## config.mk

```make
export PLATFORM = sky130hd
export DESIGN_NAME = apb4_master_bridge
export DESIGN_NICKNAME = d
export VERILOG_FILES = /design/src/rtl/apb4_master_bridge.sv
export SDC_FILE = /design/constraint.sdc
export NUM_CORES = 1
export LEC_CHECK = 0
export BUFFER_PORTS_ARGS = -buffer_cell sky130_fd_sc_hd__buf_4
export CORE_AREA = 2 2 122 88
export CTS_CLUSTER_SIZE = 10
export DETAILED_ROUTE_END_ITERATION = 6
export DIE_AREA = 0 0 124 90
export MAX_ROUTING_LAYER = met4
export PLACE_DENSITY = 0.86
export SYNTH_ARGS = -nofsm -noshare
export SYNTH_HDL_FRONTEND = slang
export SYNTH_SLANG_ARGS = --single-unit
```

## constraint.sdc

```tcl
create_clock -name clk_i -period 5 [get_ports clk_i]
set_input_delay 0.25 -clock clk_i [delete_from_list [all_inputs] [get_ports clk_i]]
set_output_delay 0.25 -clock clk_i [all_outputs]
set_load 0.005 [all_outputs]
```

## src/rtl/apb4_master_bridge.sv

```systemverilog
// apb4_master_bridge: valid/ready command stream to APB4 SETUP/ACCESS transfers, with a wait-state timeout
module apb4_master_bridge #(
  parameter int ADDR_WIDTH    = 32,
  parameter int DATA_WIDTH    = 32,
  parameter int TIMEOUT_WIDTH = 8
) (
  input  logic                     clk_i,
  input  logic                     rst_n_i,
  input  logic                     req_valid_i,
  output logic                     req_ready_o,
  input  logic [ADDR_WIDTH-1:0]    req_addr_i,
  input  logic                     req_write_i,
  input  logic [DATA_WIDTH-1:0]    req_wdata_i,
  input  logic [DATA_WIDTH/8-1:0]  req_wstrb_i,
  input  logic [2:0]               req_prot_i,
  output logic                     rsp_valid_o,
  input  logic                     rsp_ready_i,
  output logic [DATA_WIDTH-1:0]    rsp_rdata_o,
  output logic                     rsp_err_o,
  output logic                     rsp_timeout_o,
  input  logic [TIMEOUT_WIDTH-1:0] timeout_val_i,
  output logic                     busy_o,
  output logic [ADDR_WIDTH-1:0]    paddr_o,
  output logic                     psel_o,
  output logic                     penable_o,
  output logic                     pwrite_o,
  output logic [2:0]               pprot_o,
  output logic [DATA_WIDTH-1:0]    pwdata_o,
  output logic [DATA_WIDTH/8-1:0]  pstrb_o,
  input  logic [DATA_WIDTH-1:0]    prdata_i,
  input  logic                     pready_i,
  input  logic                     pslverr_i
);
  typedef enum logic [1:0] {S_IDLE, S_SETUP, S_ACCESS, S_RESP} state_t;
  state_t                   r_state;
  logic [TIMEOUT_WIDTH-1:0] r_cnt;
  logic                     w_tmo;
  assign w_tmo       = (timeout_val_i != '0) && (r_cnt == timeout_val_i) && !pready_i;
  // Gated by reset so the command port is closed while reset is held
  assign req_ready_o = rst_n_i && (r_state == S_IDLE);
  assign busy_o      = r_state != S_IDLE;
  always_ff @(posedge clk_i or negedge rst_n_i) begin
    if (!rst_n_i) begin
      r_state       <= S_IDLE;
      r_cnt         <= '0;
      paddr_o       <= '0;
      psel_o        <= 1'b0;
      penable_o     <= 1'b0;
      pwrite_o      <= 1'b0;
      pprot_o       <= '0;
      pwdata_o      <= '0;
      pstrb_o       <= '0;
      rsp_valid_o   <= 1'b0;
      rsp_rdata_o   <= '0;
      rsp_err_o     <= 1'b0;
      rsp_timeout_o <= 1'b0;
    end else begin
      case (r_state)
        S_IDLE: if (req_valid_i) begin
          r_state  <= S_SETUP;
          r_cnt    <= '0;
          psel_o   <= 1'b1;
          paddr_o  <= req_addr_i;
          pwrite_o <= req_write_i;
          pprot_o  <= req_prot_i;
          pwdata_o <= req_write_i ? req_wdata_i : '0;
          pstrb_o  <= req_write_i ? req_wstrb_i : '0;
        end
        S_SETUP: begin
          r_state   <= S_ACCESS;
          penable_o <= 1'b1;
        end
        S_ACCESS: if (pready_i || w_tmo) begin
          r_state       <= S_RESP;
          psel_o        <= 1'b0;
          penable_o     <= 1'b0;
          rsp_valid_o   <= 1'b1;
          rsp_rdata_o   <= (pready_i && !pwrite_o) ? prdata_i : '0;
          rsp_err_o     <= pready_i ? pslverr_i : 1'b1;
          rsp_timeout_o <= !pready_i;
        end else if (r_cnt != '1) begin
          r_cnt <= r_cnt + 1'b1;
        end
        S_RESP: if (rsp_ready_i) begin
          r_state     <= S_IDLE;
          rsp_valid_o <= 1'b0;
        end
      endcase
    end
  end
endmodule
```

# After elaboration in Yosys (flattened, before gate mapping)
# Index checks and enable logic that the tools add are counted.
totals:
  wordCells: 63
  reg_bits: 119
classes:
  addsub: 1
  mux: 19
  n_eq_ne: 10
  reduce_logical: 20
op_table:
  columns: ["operator", "n"]
  rows:
  - ["2-to-1 mux 32 bit", 2]
  - ["2-to-1 mux 8 bit", 3]
  - ["one-hot mux 8 bit (2 select lines)", 1]
  - ["!= test 2 bit (second input constant)", 5]
  - ["AND reduction 3 bit", 3]
  - ["adder 8 x 1 -> 8 bit (second input constant)", 1]
  - ["== test 8 bit", 1]
  - ["!= test 8 bit (second input constant)", 1]
  - ["one-hot mux 2 bit (4 select lines)", 1]
  - ["nonzero test 2 bit", 4]
  - ["nonzero test 8 bit", 1]
  - ["2-to-1 mux 2 bit", 3]
  - ["one-hot mux 1 bit (2 select lines)", 3]
  - ["AND reduction 2 bit", 3]
  - ["2-to-1 mux 1 bit", 5]
  - ["== test 2 bit (second input constant)", 2]
  - ["logical AND 1 bit", 4]
  - ["2-to-1 mux 4 bit", 1]
  - ["AND reduction 4 bit", 1]
  - ["== test 2 x 1 -> 1 bit (second input constant)", 1]
  - ["zero test 1 bit", 2]
  - ["zero test 2 bit", 1]
  - ["logical OR 1 bit", 1]

# Longest topological paths before layout
logic_depth:
  word_depth: 6
  mapped_depth: 8
  ltp_nobuf: 7

# Worst setup path before layout
# Ideal clock, no wire load.
synth_timing:
  path_kind: "reg-to-reg"
  start: "register r_cnt[2]"
  end: "register r_state[1]"
  t_required_ns: 4.875
  path_slack_ns: 3.087
  path_buffers: 2
  setup_time_ns: 0.125
  arrival_time_ns: 1.788
  path_stages_with_launch: 8
  cell_sequence: "dfrtp_1 buf_6 xor2_1 a211o_1 or3_1 buf_6 a31oi_4 mux2_4"
synth_via:
  elab_chain_len: 6
synth_rtl:
  columns: ["element", "line", "rtl"]
  rows:
  - ["start: declaration", "36", "logic [TIMEOUT_WIDTH-1:0] r_cnt;"]
  - ["start signal: assignment", "82", "r_cnt <= r_cnt + 1'b1;"]
  - ["== test 8 bit", "38", "assign w_tmo = (timeout_val_i != '0) && (r_cnt == timeout_val_i) && !pready_i;"]
  - ["logical AND 1 bit (2 in series)", "38", null]
  - ["logical OR 1 bit", "73", "S_ACCESS: if (pready_i || w_tmo) begin"]
  - ["!= test 2 bit (no source line)", null, null]
  - ["AND reduction 3 bit (no source line)", null, null]
  - ["end signal: assignment", "44", "r_state <= S_IDLE;"]
  - ["end signal: assignment", "70", "r_state <= S_ACCESS;"]
  - ["end signal: assignment", "74", "r_state <= S_RESP;"]
  - ["end: declaration", "35", "state_t r_state;"]
# No other way between the ends.
# A chain may end at the register's enable or synchronous reset.

# Worst setup path after layout
layout_timing:
  start: "register r_cnt[2]"
  end: "register rsp_rdata_o[3]"
layout_via:
  elab_chain_len: 5
layout_rtl:
  columns: ["element", "line", "rtl"]
  rows:
  - ["== test 8 bit", "38", null]
  - ["logical AND 1 bit (2 in series)", "38", null]
  - ["logical OR 1 bit", "73", null]
  - ["AND reduction 2 bit (no source line)", null, null]
  - ["end signal: assignment", "78", "rsp_rdata_o <= (pready_i && !pwrite_o) ? prdata_i : '0;"]
  - ["end: declaration", "18", "output logic [DATA_WIDTH-1:0] rsp_rdata_o,"]
# No other way between the ends.

==> run metrics <==
syn_area_per_cell=11.6 um^2; fin nets=763; TritonCTS clock tree=done; Tot GR Track Use=24.2%; Row Count=31; Seq/Total Area, Yosys=60.9%; Peak VDD IR=0.000330 V; Final Critical Period=2.90 ns; io pins=229; Hold Crit Class=in -> reg; global-route wire length before repair=20.3 mm; async set-reset flop share out of synthesis=100%; core area=10100 um^2; drt first pass iters=4; initial antenna violation count=0; LEAKAGE=3.63 nW; Buffers on Ports=228; Die ar.=11200 um^2; multi-input gate area in the final layout=1780 um^2; Crit path required time=5.27 ns; clock-pin slew on the worst setup and hold paths=0.06 ns; Setup violations, final=0; area leader, netlist=dfrtp_1; Critical Path Fanout Max=33; largest net degree at the start of global routing=109; chip width=124 um; Via Count=4076; clk buf depth=2; PwrDens=600 nW/um^2; vias in the first global route=4150; Chip Height=90 um; non-filler instance count after layout=786; status=finished, final reports clean; max-slew violation count=0; Wirelength per Cell=16.3 um; cts bufs inserted=17; area grow syn2layout=47.6%; register area=2980 um^2; Primary FF master, synth=dfrtp_1; dpl hpwl=9.18 mm; sw frac=31.9%; # Max-Cap Violations=0; via density per instance=5.19; Post-synth EDFFs=0; Area contributors post-synth=dfrtp_1 (61%), mux2_2 (8.3%), nand2_1 (6.7%), a22o_1 (5.9%), o21ai_0 (4.0%); Slew HR=14.6%; dpl cells=753; GR peak layer=met2; Cells after Synth=420; Seq pwr share=38.0%; ant diodes=0; switching power of the nets=1.38 mW; starting density of the core=48.5%; DRC=0; met3 GRT Util=5.90%; Setup CP Type=reg -> reg; fill cell count=730; FF+latch count, synth=119; CP Data Arrival Time=3.17 ns; met1 Usage GRT=28.7%; clock power share=25.5%; ANT nets after route=0; Syn. warnings=0; share of layout cells above drive strength 1=46.9%; Worst setup SP type=register; setup TNS=0 ns; total nets after synthesis=542; synth cell count leaders=dfrtp_1 (119), nand2_1 (87), o21ai_0 (39); Yosys cell types=41; Post-Route WL=12.8 mm; Synth top area share=60.9%; period utilisation layout=58.0%; Fmax=345 MHz; final hold violations=0; Num Clock Sinks=119; worst hold slack=0.0688 ns; endpoint type of the worst setup path=register; RSZ-0062 raised after global routing=no; RD Place Congestion=0.814; initial DRC count=230; worst clock skew=0.0109 ns; most common cell in the netlist=dfrtp_1; cts repair resizes=0; met2 Usage GRT=40.0%; H-tree depth=4; Comb power frac=36.4%; synthesized area=4890 um^2; clk_lat worst skew=0.40 ns; Worst Tran Pin Value=1.28 ns; total grt overflow=0; internal power=2.95 mW; root buf cell=clkbuf_16
## cell families (layout without fill, tap and decap cells)
family	after synthesis	count (layout)	share of synthesized area, %
flip-flops	119	119	60.9
multiplexers	37	37	8.59
AO/OA/AOI/OAI	98	98	14.3
AND/OR/NAND/NOR	120	120	10.7
XOR/XNOR	8	8	1.43
adder cells (fa/ha/maj)	4	4	1.02
buffers and inverters	34	268	3.07
## sequential cells by signal (all words and copies together) (netlist names)
name	count
paddr_o	32
penable_o	1
pprot_o	3
psel_o	1
pstrb_o	4
pwdata_o	32
pwrite_o	1
r_cnt	8
r_state	2
rsp_err_o	1
rsp_rdata_o	32
rsp_timeout_o	1
rsp_valid_o	1
## power by group through the flow
stage          sequential [mW]  clock, mW  combinational [mW]
3_5_place_dp              1.65          0                1.59
4_1_cts                   1.65       1.13                1.60
5_1_grt                   1.70       1.18                1.74
2_1_floorplan             1.65          0               0.698
6_report                  1.65       1.11                1.58
3_3_place_gp              1.63          0                1.54
## through the flow
stage          area [um^2]  util [%]  setup WS, ns  total power [mW]
3_3_place_gp          6660      66.1          2.37              3.17
5_1_grt               7220      71.6          1.88              4.62
3_5_place_dp          6660      66.1          2.09              3.25
2_1_floorplan         4890         -          3.09              2.35
4_1_cts               7220      71.6          2.09              4.38
6_report              7220      71.6          2.10              4.33
## critical path, cell delays in order (launching register included)
cell     delay (ns)
dfrtp_1        0.46
xor2_1         0.19
a211o_1        0.25
nor3_1         0.88
o21ai_2        0.60
a22o_1         0.38
## cell usage in the layout, fill, tap and decap left out, types with 2 or more instances in the layout
| cell | count |
|---|---|
| a2bb2oi_1 | 3 |
| ha_1 | 4 |
| o211ai_1 | 4 |
| nand4_1 | 2 |
| dfrtp_1 | 119 |
| inv_1 | 6 |
| inv_6 | 4 |
| a211o_1 | 2 |
| buf_4 | 229 |
| nor4_1 | 4 |
| nand2_1 | 86 |
| a21o_2 | 2 |
| clkinv_4 | 3 |
| and3_2 | 2 |
| nand3_1 | 4 |
| o21ai_0 | 39 |
| mux2_2 | 36 |
| and2_1 | 3 |
| or3_1 | 4 |
| xor2_1 | 2 |
| nor2_1 | 3 |
| o31ai_1 | 3 |
| clkinvlp_4 | 6 |
| a21oi_1 | 4 |
| clkbuf_16 | 17 |
| nand2b_1 | 3 |
| nor3_1 | 2 |
| a22o_1 | 33 |
| nand4b_1 | 2 |
| xnor2_1 | 6 |
## timing repair
| item | in CTS | in global routing |
|---|---|---|
| setup buffers | 0 | 0 |
| endpoints found under the setup margin | 0 | 0 |
| endpoints found under the hold margin | 65 | 0 |
| hold buffers | 1 | 0 |
## metal layers
layer	share of wire, %	wire (um)
met5	0	0
met4	1.4	179
met3	7.5	960
met2	50	6470
met1	41	5240
## cell type report
cell class	count	area share, %
clock buffers	17	5.89
repair buffers	230	23.9
clock inverters	15	1.70
well taps	132	2.29
multi-input cells	267	24.6
flip-flops and latches	119	41.2
inverters	6	0.312
## path summary, 6_finish.rpt
kind	startpoint	to	slack (ns)	cells past startpoint
worst max-delay path	r_cnt[2]$_DFFE_PN0P_	rsp_rdata_o[3]$_DFFE_PN0P_	2.10	5
worst min-delay path	prdata_i[15]	rsp_rdata_o[15]$_DFFE_PN0P_	0.07	2
worst max register to register	r_cnt[2]$_DFFE_PN0P_	rsp_rdata_o[3]$_DFFE_PN0P_	2.10	5
worst min register to register	pwdata_o[27]$_DFFE_PN0P_	pwdata_o[27]$_DFFE_PN0P_	0.47	2
max in group asynchronous	rst_n_i	pwdata_o[23]$_DFFE_PN0P_	3.29	3
min in group asynchronous	rst_n_i	paddr_o[24]$_DFFE_PN0P_	0.49	2
(Power assumes the default switching activity.)
